**src/rtl/fetch_queue.sv**
```systemverilog
// ----------------------------------------------------------------------------
// fetch_queue -- instruction prefetch buffer between I-memory and decode.
//
// A request/response fetcher keeps up to MAX_OUT requests in flight. Returned
// words are tagged with their PC and queued in a DEPTH-entry FIFO that feeds
// the decode register. A redirect empties the FIFO, restarts fetch at the new
// PC and marks every in-flight request so that its response is dropped.
//
// Ports
//   clk, rst               clock (rising edge), async active-low reset
//   im_req_valid/_pc/_ready   fetch request handshake to memory
//   im_resp_valid/_inst       in-order response from memory
//   redirect_valid/_pc        taken jump/branch, flush and refetch
//   d_ready                   decode accepts head entry
//   d_valid/_inst/_pc         head entry (NOP / 0 when empty)
// ----------------------------------------------------------------------------
module fetch_queue_store #(
  parameter int W     = 64,
  parameter int DEPTH = 4,
  localparam int PW   = $clog2(DEPTH)
) (
  input  logic          clk,
  input  logic          we_i,
  input  logic [PW-1:0] waddr_i,
  input  logic [W-1:0]  wdata_i,
  input  logic [PW-1:0] raddr_i,
  output logic [W-1:0]  rdata_o
);
  // Data-only storage: validity is tracked by the pointers/count in the
  // parent, so no reset is needed here.
  logic [DEPTH-1:0][W-1:0] mem_q;

  always_ff @(posedge clk) begin
    if (we_i) mem_q[waddr_i] <= wdata_i;
  end

  assign rdata_o = mem_q[raddr_i];
endmodule

module fetch_queue #(
  parameter int              XLEN     = 32,
  parameter int              DEPTH    = 4,
  parameter int              MAX_OUT  = 2,
  parameter logic [XLEN-1:0] RESET_PC = '0
) (
  input  logic            clk,
  input  logic            rst,
  // memory request
  output logic            im_req_valid,
  output logic [XLEN-1:0] im_req_pc,
  input  logic            im_req_ready,
  // memory response
  input  logic            im_resp_valid,
  input  logic [31:0]     im_resp_inst,
  // redirect
  input  logic            redirect_valid,
  input  logic [XLEN-1:0] redirect_pc,
  // decode side
  input  logic            d_ready,
  output logic            d_valid,
  output logic [31:0]     d_inst,
  output logic [XLEN-1:0] d_pc
);
  localparam int CW = $clog2(DEPTH + 1);
  localparam int OW = $clog2(MAX_OUT + 1);
  localparam int PW = $clog2(DEPTH);
  localparam int SW = ((CW > OW) ? CW : OW) + 1;
  localparam logic [31:0] NOP = 32'h0000_0013;

  typedef struct packed {
    logic [31:0]     inst;
    logic [XLEN-1:0] pc;
  } entry_t;

  logic [XLEN-1:0] fetch_pc_q, fetch_pc_d;
  logic [XLEN-1:0] exp_pc_q,   exp_pc_d;
  logic [CW-1:0]   count_q,    count_d;
  logic [OW-1:0]   out_q,      out_d;
  logic [OW-1:0]   drop_q,     drop_d;
  logic [PW-1:0]   rd_ptr_q,   rd_ptr_d;
  logic [PW-1:0]   wr_ptr_q,   wr_ptr_d;

  logic            resp_ok, accept, push, pop;
  logic [SW-1:0]   credit;
  entry_t          wr_entry, rd_entry;

  // Slots already promised: queued entries plus in-flight responses that will
  // be kept. Issuing only while this is below DEPTH guarantees every kept
  // response finds a free FIFO slot, so no backpressure on responses exists.
  assign credit = SW'(count_q) + SW'(out_q) - SW'(drop_q);

  // rst gates the request so it is low for the whole reset assertion, not just
  // after the registers have cleared.
  assign im_req_valid = rst && !redirect_valid
                        && (out_q < OW'(MAX_OUT))
                        && (credit < SW'(DEPTH));
  assign im_req_pc    = fetch_pc_q;

  assign d_valid = (count_q != '0);
  assign d_inst  = d_valid ? rd_entry.inst : NOP;
  assign d_pc    = d_valid ? rd_entry.pc   : '0;

  assign wr_entry = '{inst: im_resp_inst, pc: exp_pc_q};

  always_comb begin
    // A response with nothing outstanding is a protocol violation; it must
    // not touch any counter.
    resp_ok  = im_resp_valid && (out_q != '0);
    accept   = im_req_valid && im_req_ready;
    push     = resp_ok && (drop_q == '0) && !redirect_valid;
    pop      = d_valid && d_ready && !redirect_valid;

    fetch_pc_d = fetch_pc_q;
    exp_pc_d   = exp_pc_q;
    count_d    = count_q;
    drop_d     = drop_q;
    rd_ptr_d   = rd_ptr_q;
    wr_ptr_d   = wr_ptr_q;
    out_d      = out_q + OW'(accept) - OW'(resp_ok);

    if (redirect_valid) begin
      // Everything still in flight after this cycle is stale, including the
      // request whose response arrives in this very cycle.
      fetch_pc_d = redirect_pc;
      exp_pc_d   = redirect_pc;
      count_d    = '0;
      rd_ptr_d   = wr_ptr_q;
      drop_d     = out_q - OW'(resp_ok);
    end else begin
      if (accept) fetch_pc_d = fetch_pc_q + XLEN'(4);
      if (resp_ok && (drop_q != '0)) drop_d = drop_q - OW'(1);
      if (push) begin
        exp_pc_d = exp_pc_q + XLEN'(4);
        wr_ptr_d = wr_ptr_q + PW'(1);
      end
      if (pop) rd_ptr_d = rd_ptr_q + PW'(1);
      count_d = count_q + CW'(push) - CW'(pop);
    end
  end

  always_ff @(posedge clk or negedge rst) begin
    if (!rst) begin
      fetch_pc_q <= RESET_PC;
      exp_pc_q   <= RESET_PC;
      count_q    <= '0;
      out_q      <= '0;
      drop_q     <= '0;
      rd_ptr_q   <= '0;
      wr_ptr_q   <= '0;
    end else begin
      fetch_pc_q <= fetch_pc_d;
      exp_pc_q   <= exp_pc_d;
      count_q    <= count_d;
      out_q      <= out_d;
      drop_q     <= drop_d;
      rd_ptr_q   <= rd_ptr_d;
      wr_ptr_q   <= wr_ptr_d;
    end
  end

  fetch_queue_store #(
    .W     ($bits(entry_t)),
    .DEPTH (DEPTH)
  ) u_store (
    .clk     (clk),
    .we_i    (push),
    .waddr_i (wr_ptr_q),
    .wdata_i (wr_entry),
    .raddr_i (rd_ptr_q),
    .rdata_o (rd_entry)
  );

  // The credit rule makes a kept response into a full queue impossible.
  a_no_overflow: assert property (@(posedge clk) disable iff (!rst)
                                  push |-> (count_q < CW'(DEPTH)));
endmodule
```
**config.mk**
```make
export PLATFORM = sky130hd
export DESIGN_NAME = fetch_queue
export DESIGN_NICKNAME = d
export VERILOG_FILES = /design/src/rtl/fetch_queue.sv
export SDC_FILE = /design/constraint.sdc
export NUM_CORES = 1
export LEC_CHECK = 0
export CORE_MARGIN = 2
export CORE_UTILIZATION = 45
export DETAILED_ROUTE_END_ITERATION = 12
export GPL_TIMING_DRIVEN = 0
export PLACE_DENSITY = 0.67
export SYNTH_ARGS = -nofsm -noshare
export SYNTH_HDL_FRONTEND = slang
export SYNTH_SLANG_ARGS = --single-unit
```
**constraint.sdc**
```tcl
create_clock -name clk -period 3.57 [get_ports clk]
set_input_delay 0.714 -clock clk [delete_from_list [all_inputs] [get_ports clk]]
set_output_delay 0.714 -clock clk [all_outputs]
set_load 0.005 [all_outputs]
```
==> impl_metrics.ini, run 1 <==
[timing]
hold_viol_final = 0
min_period_over_period = 0.9738
grt_setup_unrepaired = no
slew_violations = 0
setup_viol = 0
finalSetupTns_ns = 0
hold_slack_ns = 0.08826
period_needed_ns = 3.477
fmax_mhz = 287.6
tightest_slew_ns = 0.7169
relSlewSlack = 0.5221
skew_ns = 0.01652

[worst_setup_path]
reg2reg_to = out_q[1]$_DFF_PN0_
crit_family = adder cells
path_depth = 9
cp_slowest_cell = fa_1
start_kind = register
crit_path_max_incr_delay_ns = 0.53
required_ns = 2.86
critPathMaxFanout = 2
end_kind = output port
r2r-start = count_q[1]$_DFF_PN0_
crit_type = reg2out
startpoint = count_q[1]$_DFF_PN0_
endpoint = im_req_valid
critPathBufInv = 4
cp_cell_sequence = inv_2, fa_1, inv_1, ha_1, and3b_2, nor4_4, buf_6, o21a_1, buf_2
r2r_cells = 14
critPathArrivalTime_ns = 2.76
ff2ff_setup_slack_ns = 0.28

[layout]
fillers = 2447
drive_gt1_frac = 0.1756
final_cell_mix = edfxtp_1, clkdlybuf4s50_1, dfrtp_1, and2_1, mux4_2
fin_cells = 1518
design_area_um2 = 17730
final_common_cell = edfxtp_1
multi_input_area_um2 = 4312
final-seq-area_um2 = 9567
syn_to_final_growth_pct = 25.31
final_nets = 1181
antennaDiodeCount = 0

[clock_network]
numCtsBuffers = 37
clkTransAtPathRegs_ns = 0.06
root_buffer = clkbuf_16
cts_tree = done
clock_path_buffers = 3
clock-sinks = 331
insertion_delay_ns = 0.52
h-tree-depth = 2

[logic_synthesis]
synth_edf_count = 256
ys_top_cells_by_area = edfxtp_1, dfrtp_1, mux4_2
synthArstFlopShare = 0.2266
ys_seq_area_frac = 0.6760
syn_area_per_cell_um2 = 16.10
synth_top_area_frac = 0.5433
synthMuxAreaShare = 0.1174
synth_top_family_by_area = multiplexers
ys_ff_latch = 331
synth.net_count = 966
synth-simple-area-share = 0.09860
yosysTopAreaCell = edfxtp_1
synth-xor-area-share = 0.02848
syn_area_um2 = 14150
synth_cell_type_count = 60
synthAdderAreaFrac = 0.01609
synthFlopType = edfxtp_1
synth_cells = 879
ys_warn_count = 0
synth_compound_area_frac = 0.04130

[drt]
drtIter0Drc = 487
drc = 0
ant_nets = 0
drt-pass1-iter-count = 4
vias = 8304
post_drt_wl_per_cell_um = 20.17
viasPerCell = 5.470
routed_wirelength_um = 30610

[floorplan]
dieHeight_um = 181.3
die_w_um = 181.3
rows = 64
die_area_um2 = 32880
io_pins = 168
initial_core_util = 0.4601
coreArea_um2 = 30750

[job]
cap_violations = 0

[grt]
antenna_found_initial = 0
grtUsageTotal = 0.1892
use_met1 = 0.2694
top_usage_layer = met2
globalRouteOverflowTotal = 0
grt_util_met3 = 0.03024
grt_pass1_wl_um = 48180
met2_usage = 0.3021
grt_max_degree = 60
grt_pass1_vias = 8537

[placed_design]
dp_hpwl_um = 19970
io_buffers = 166
dp.cells = 1446
place_area_um2 = 16460
place_congestion = 0.8442

[pwr]
ir_worst_vdd_v = 0.0002923
powerDensity_nw_per_um2 = 675.5
p_leak_nw = 6.108
total_power_w = 0.01198

[run_status]
status = completed

[min_path]
hold_class = in2async
-- timing repair --
action                                  CTS  global route
endpoints found under the setup margin   66            51
pin swaps                                 2             2
gates resized for setup                  35             2
setup buffers                             4             3
endpoints found under the hold margin     0             0
hold buffers                              0             0
-- per-layer routing --
metal  vias to the layer above  part of all wire
li1                       3809                 -
met1                      4154              0.45
met2                       292              0.47
met3                        49             0.059
met4                         0             0.021
met5                         -                 0
-- worst min-delay path by stage --
stage                                    to  cells after the start
2_1_floorplan          count_q[0]$_DFF_PN0_                      0
3_3_place_gp   u_store.mem_q[129]$_DFFE_PP_                      0
5_1_grt           im_req_pc[24]$_DFFE_PN0P_                      1
3_5_place_dp     u_store.mem_q[0]$_DFFE_PP_                      0
4_1_cts           im_req_pc[15]$_DFFE_PN0P_                      1
6_report          im_req_pc[15]$_DFFE_PN0P_                      1
-- state kept, by name (all words and copies together) (netlist names) --
name and cells:
drop_q 2, rd_ptr_q 2, im_req_pc 32, count_q 3
out_q 2, u_store.mem_q 256, exp_pc_q 32, wr_ptr_q 2
-- logic make-up after synthesis --
family          Yosys count
fa+ha+maj                17
flops                   331
xor+xnor                 46
simple gates            244
buf+inv                  73
mux                      84
compound gates           84
-- synthesized netlist by cell type, types with 4 or more instances --
cell type,n
inv_1,30
nor2_1,39
mux4_2,64
a211oi_1,8
nor4_1,19
a21boi_0,5
and4_1,7
nand3_1,12
nand2b_1,5
xnor2_1,36
a31oi_1,5
edfxtp_1,256
clkbuf_1,19
nor3_1,12
o21a_1,5
and2_1,64
mux2i_1,4
dfrtp_1,75
and3_1,9
buf_1,10
or2_2,4
or3_1,4
a21oi_1,17
o31a_2,4
o21ai_0,17
mux2_2,16
ha_1,15
nand2_1,40
xor2_1,10
nand4_1,14
o211ai_1,5
buf_2,7
-- power by group --
group	switching, W	total [W]	leakage (nW)	internal (W)
registers	0.000226	0.00467	3.16	0.00445
clock network	0.00145	0.00361	0.567	0.00216
logic	0.00164	0.00369	2.38	0.00206
-- worst register-to-register path, delay by kind of cell, from the launching register on --
| family | cells | cell delay (ns) |
|---|---|---|
| fa+ha+maj | 4 | 1.26 |
| simple gates | 2 | 0.60 |
| buf+inv | 5 | 0.45 |
| flops | 1 | 0.38 |
| compound gates | 1 | 0.21 |
| xor+xnor | 2 | 0.29 |
-- through the flow --
step	utilization	worst slack (ns)
2_1_floorplan	-	0.3544
3_3_place_gp	0.5303	-2.354
3_5_place_dp	0.5353	-0.1165
4_1_cts	0.5763	0.003122
5_1_grt	0.5766	0.0007396
6_report	0.5766	0.09344
-- area by class of cell --
class | count | area share
Sequential cell | 331 | 0.5396
Clock inverter | 13 | 0.005293
Buffer | 39 | 0.01242
Timing Repair Buffer | 178 | 0.1040
Tap cell | 396 | 0.02795
Multi-Input combinational cell | 475 | 0.2432
Inverter | 32 | 0.007057
Clock buffer | 54 | 0.06048
No activity file was read; power rests on OpenSTA's default activity.
==> inputs of run 2 (changes only) <==
--- a/config.mk
+++ b/config.mk
@@ -10,6 +10,7 @@
 export DETAILED_ROUTE_END_ITERATION = 12
 export GPL_TIMING_DRIVEN = 0
 export PLACE_DENSITY = 0.67
+export SLEW_MARGIN = 20
 export SYNTH_ARGS = -nofsm -noshare
 export SYNTH_HDL_FRONTEND = slang
 export SYNTH_SLANG_ARGS = --single-unit
==> impl_metrics.ini, run 2 (synthesized netlist as in run 1, its figures left out) <==
[layout]
final_cell_mix = edfxtp_1, clkdlybuf4s50_1, dfrtp_1, and2_1, mux4_2
drive_gt1_frac = 0.1756
final_common_cell = edfxtp_1
fillers = 2439
largest_reg_flops = 256
syn_to_final_growth_pct = 25.42
final_nets = 1181
top_register = u_store.mem_q
antennaDiodeCount = 0

[floorplan]
die_area_um2 = 32880
io_pins = 168
rows = 64
coreArea_um2 = 30750
die_w_um = 181.3
initial_core_util = 0.4601
dieHeight_um = 181.3

[timing]
grt_setup_unrepaired = yes
min_period_over_period = 0.9871
finalSetupTns_ns = 0
skew_ns = 0.009605
setup_ws_ns = 0.04608
tightest_slew_ns = 0.6902
setup_viol = 0
hold_viol_final = 0
slew_violations = 0
relSlewSlack = 0.5398
period_needed_ns = 3.524
fmax_mhz = 283.8
hold_slack_ns = 0.2376

[pwr]
p_leak_nw = 6.119
ir_worst_vdd_v = 0.0002860
powerDensity_nw_per_um2 = 678.8

[worst_setup_path]
start_kind = register
crit_family = adder cells
critPathMaxFanout = 2
required_ns = 2.86
ff2ff_setup_slack_ns = 0.26
startpoint = count_q[1]$_DFF_PN0_
critPathBufInv = 4
end_kind = output port
cp_slowest_cell = fa_1
r2r-start = count_q[1]$_DFF_PN0_
cp_cell_sequence = inv_2, fa_1, inv_1, ha_1, and3b_2, nor4_4, buf_6, o21a_1, clkdlybuf4s15_2
crit_type = reg2out
reg2reg_to = out_q[1]$_DFF_PN0_
critPathArrivalTime_ns = 2.81
crit_path_max_incr_delay_ns = 0.53
r2r_cells = 15

[clock_network]
root_buffer = clkbuf_16
cts_tree = done
clock_path_buffers = 3
numCtsBuffers = 37
h-tree-depth = 2
clkTransAtPathRegs_ns = 0.06
clock-sinks = 331
insertion_delay_ns = 0.51

[placed_design]
post-place-ws_ns = -0.1205
io_buffers = 166
place_congestion = 0.8442
dp_hpwl_um = 20130

[drt]
drtIter0Drc = 490
viasPerCell = 5.460
drc = 0
vias = 8288
drt-pass1-iter-count = 5
ant_nets = 0
post_drt_wl_per_cell_um = 19.96
routed_wirelength_um = 30310

[grt]
grt_pass1_vias = 8445
grtUsageTotal = 0.1877
globalRouteOverflowTotal = 0
antenna_found_initial = 0
grt_pass1_wl_um = 47800
grt_max_degree = 48

[run_status]
status = completed

[job]
cap_violations = 0

[min_path]
hold_class = in2async
## run 2: cell types whose count changed in the layout (fill, tap and decap cells not counted), moves of 2 or more
cell | previous run | this run
buf_12 | 0 | 4
buf_16 | 5 | 1
buf_4 | 14 | 12
bufinv_16 | 1 | 4
clkbuf_4 | 0 | 2
clkbuf_8 | 5 | 1
clkinv_2 | 5 | 7
clkinvlp_4 | 2 | 0
## run 2: cell type report
type                            count  area [µm²]  share of cell area
Sequential cell                   331        9567              0.5391
Clock buffer                       49        1013             0.05711
Timing Repair Buffer              178        1821              0.1026
Inverter                           32       125.1            0.007051
Buffer                             39       220.2             0.01241
Multi-Input combinational cell    475        4312              0.2430
Tap cell                          396       495.5             0.02792
Clock inverter                     18       191.4             0.01079
## run 2: how the worst max path moves through the flow
stage | to | depth (start not counted)
floorplan | u_store.mem_q[0]$_DFFE_PP_ | 4
global placement | out_q[1]$_DFF_PN0_ | 11
detailed placement | im_req_valid | 10
CTS | im_req_valid | 9
global route | im_req_valid | 9
finish | im_req_valid | 9
## run 2: repair_timing
item / CTS / global route
endpoints found under the hold margin: 0 / 0
pin swaps: 2 / 2
hold buffers: 0 / 0
endpoints found under the setup margin: 66 / 57
gates resized for setup: 26 / 8
buffers inserted: 6 / 1
## run 2: worst reg2reg max path, delay by kind of cell (launching register included)
kind | cells | cell delay, ns
AND/OR/NAND/NOR | 2 | 0.57
XOR/XNOR | 2 | 0.29
AO/OA/AOI/OAI | 1 | 0.20
adder cells (fa/ha/maj) | 4 | 1.25
buffers and inverters | 6 | 0.54
flip-flops | 1 | 0.39
## run 2: metrics by stage
step / cells / util / area [µm²] / total power (W)
5_1_grt: 1518 / 0.5771 / 17740 / 0.01267
6_report: 1518 / 0.5771 / 17740 / 0.01204
3_5_place_dp: 1446 / 0.5343 / 16430 / 0.008343
3_3_place_gp: 1441 / 0.5303 / 16310 / 0.008283
4_1_cts: 1518 / 0.5768 / 17740 / 0.01220
2_1_floorplan: 879 / - / 14150 / 0.006729
## run 2: layer usage
layer / up-vias / track usage / routed length (µm)
li1: 3814 / - / -
met1: 4160 / 0.2644 / 13610
met2: 279 / 0.3044 / 14410
met3: 35 / 0.03346 / 1782
met4: 0 / 0.04878 / 500
met5: - / 0 / 0
## run 2: where the power goes
group	leakage (nW)	total (W)	switching, W	internal, W
Combinational	2.36	0.00365	0.00162	0.00203
Clock	0.593	0.00372	0.00143	0.00229
Sequential	3.16	0.00467	0.000225	0.00445
Total	6.12	0.0120	0.00328	0.00876
==> inputs of run 3 (changes only) <==
--- a/config.mk
+++ b/config.mk
@@ -6,10 +6,10 @@
 export NUM_CORES = 1
 export LEC_CHECK = 0
 export CORE_MARGIN = 2
-export CORE_UTILIZATION = 45
+export CORE_UTILIZATION = 40
 export DETAILED_ROUTE_END_ITERATION = 12
 export GPL_TIMING_DRIVEN = 0
-export PLACE_DENSITY = 0.67
+export PLACE_DENSITY_LB_ADDON = 0.05
 export SLEW_MARGIN = 20
 export SYNTH_ARGS = -nofsm -noshare
 export SYNTH_HDL_FRONTEND = slang
==> impl_metrics.ini, run 3 (synthesized netlist as in run 1, its figures left out) <==
[run_status]
status = completed

[layout]
syn_to_final_growth_pct = 25.14
drive_gt1_frac = 0.1704
antennaDiodeCount = 0
final_common_cell = edfxtp_1
design_area_um2 = 17710
largest_reg_flops = 256
final_nets = 1182
top_register = u_store.mem_q
final_cell_mix = edfxtp_1, clkdlybuf4s50_1, dfrtp_1, and2_1, mux4_2

[worst_setup_path]
critPathMaxFanout = 4
critPathBufInv = 4
start_kind = register
crit_top_cell = inv_1
crit_type = reg2out
required_ns = 2.86
cp_slowest_cell = fa_1
cp_cell_sequence = inv_1, fa_1, inv_1, ha_1, and3b_2, nor4_4, buf_6, o21a_1, clkbuf_2
critPathArrivalTime_ns = 2.74
end_kind = output port
crit_path_max_incr_delay_ns = 0.53
crit_family = adder cells

[floorplan]
initial_core_util = 0.4076
dieHeight_um = 192.1
die_w_um = 192.1
die_area_um2 = 36890
rows = 68
io_pins = 168
coreArea_um2 = 34710

[drt]
viasPerCell = 5.264
drt-pass1-iter-count = 4
post_drt_wl_per_cell_um = 20.57
ant_nets = 0
routed_wirelength_um = 32420
vias = 8296
drtIter0Drc = 419
drc = 0

[timing]
tightest_slew_ns = 0.7242
min_period_over_period = 0.9663
setup_viol = 0
slew_violations = 0
period_needed_ns = 3.450
finalSetupTns_ns = 0
hold_viol_final = 0
skew_ns = 0.009343
grt_setup_unrepaired = no
fmax_mhz = 289.9
setup_ws_ns = 0.1204
relSlewSlack = 0.5172

[placed_design]
place_congestion = 0.8420
io_buffers = 166
place_area_um2 = 16520
dp_hpwl_um = 21610
post-place-ws_ns = -0.1914

[clock_network]
h-tree-depth = 2
cts_tree = done
insertion_delay_ns = 0.50
root_buffer = clkbuf_16
clkTransAtPathRegs_ns = 0.06
postCtsHoldBufs = 0
clock-sinks = 331
clock_path_buffers = 3
numCtsBuffers = 37

[grt]
grt_pass1_vias = 8606
globalRouteOverflowTotal = 0
grt_pass1_wl_um = 50120
grtUsageTotal = 0.1798
grt_max_degree = 41
antenna_found_initial = 0

[pwr]
pwr-share-seq = 0.397
p_sw_frac = 0.2807
powerDensity_nw_per_um2 = 664.7
comb_power_share = 0.314
clkPwrFrac = 0.289
power.internal_w = 0.008466
p_leak_nw = 6.064
total_power_w = 0.01177
p_sw_w = 0.003303
ir_worst_vdd_v = 0.0003327

[job]
cap_violations = 0

[min_path]
hold_class = in2async
-- run 3: cell types whose count changed in the layout (fill, tap and decap cells not counted), sizes merged --
cell    before  now
buf         29   30
bufinv       4    1
clkbuf      71   72
clkinv      14   15
inv         32   31
-- run 3: final cells by class --
| class | count | area [µm²] |
|---|---|---|
| fillers | 2954 | 17010 |
| flip-flops and latches | 331 | 9565 |
| multi-input cells | 475 | 4312 |
| repair buffers | 178 | 1827 |
| clock buffers | 50 | 974.7 |
| well taps | 455 | 569.3 |
| plain buffers | 40 | 240.2 |
| inverters | 32 | 125.1 |
| clock inverters | 15 | 92.59 |
-- run 3: timing repair --
action | CTS | global route
setup buffers | 4 | 2
gates resized for setup | 29 | 5
pin swaps | 2 | 2
endpoints found under the setup margin | 66 | 24
-- run 3: per-layer routing --
metal,GRT usage,vias to the layer above,part of all wire
li1,-,3823,-
met2,0.2987,219,0.48
met1,0.2429,4195,0.45
met3,0.03143,59,0.050
met5,0,-,0
met4,0.05344,0,0.024
-- run 3: through the flow --
step,hold WS [ns],cells,util
floorplan,0.4184,879,-
global placement,0.5032,1500,0.4719
detailed placement,0.5068,1506,0.4760
CTS,0.2240,1575,0.5099
global route,0.2483,1576,0.5101
finish,0.2146,1576,0.5101
-- run 3: final timing paths --
| kind | from | end | slack [ns] | cells after the start |
|---|---|---|---|---|
| max | count_q[1]$_DFF_PN0_ | im_req_valid | 0.12 | 9 |
| min | rst | im_req_pc[9]$_DFFE_PN0P_ | 0.21 | 1 |
| max reg2reg | count_q[1]$_DFF_PN0_ | out_q[1]$_DFF_PN0_ | 0.30 | 14 |
| min reg2reg | exp_pc_q[0]$_DFFE_PN0P_ | u_store.mem_q[64]$_DFFE_PP_ | 0.53 | 0 |
| max in group asynchronous | rst | exp_pc_q[26]$_DFFE_PN0N_ | 2.70 | 2 |
| min in group clk | exp_pc_q[0]$_DFFE_PN0P_ | u_store.mem_q[64]$_DFFE_PP_ | 0.53 | 0 |
-- run 3: power groups by stage --
stage | Clock (W) | Sequential, W | Combinational [W]
after CTS | 0.00349 | 0.00467 | 0.00384
after detailed placement | 0 | 0.00474 | 0.00368
final | 0.00340 | 0.00467 | 0.00370
after floorplan | 0 | 0.00468 | 0.00205
after global routing | 0.00366 | 0.00470 | 0.00408
after global placement | 0 | 0.00475 | 0.00364
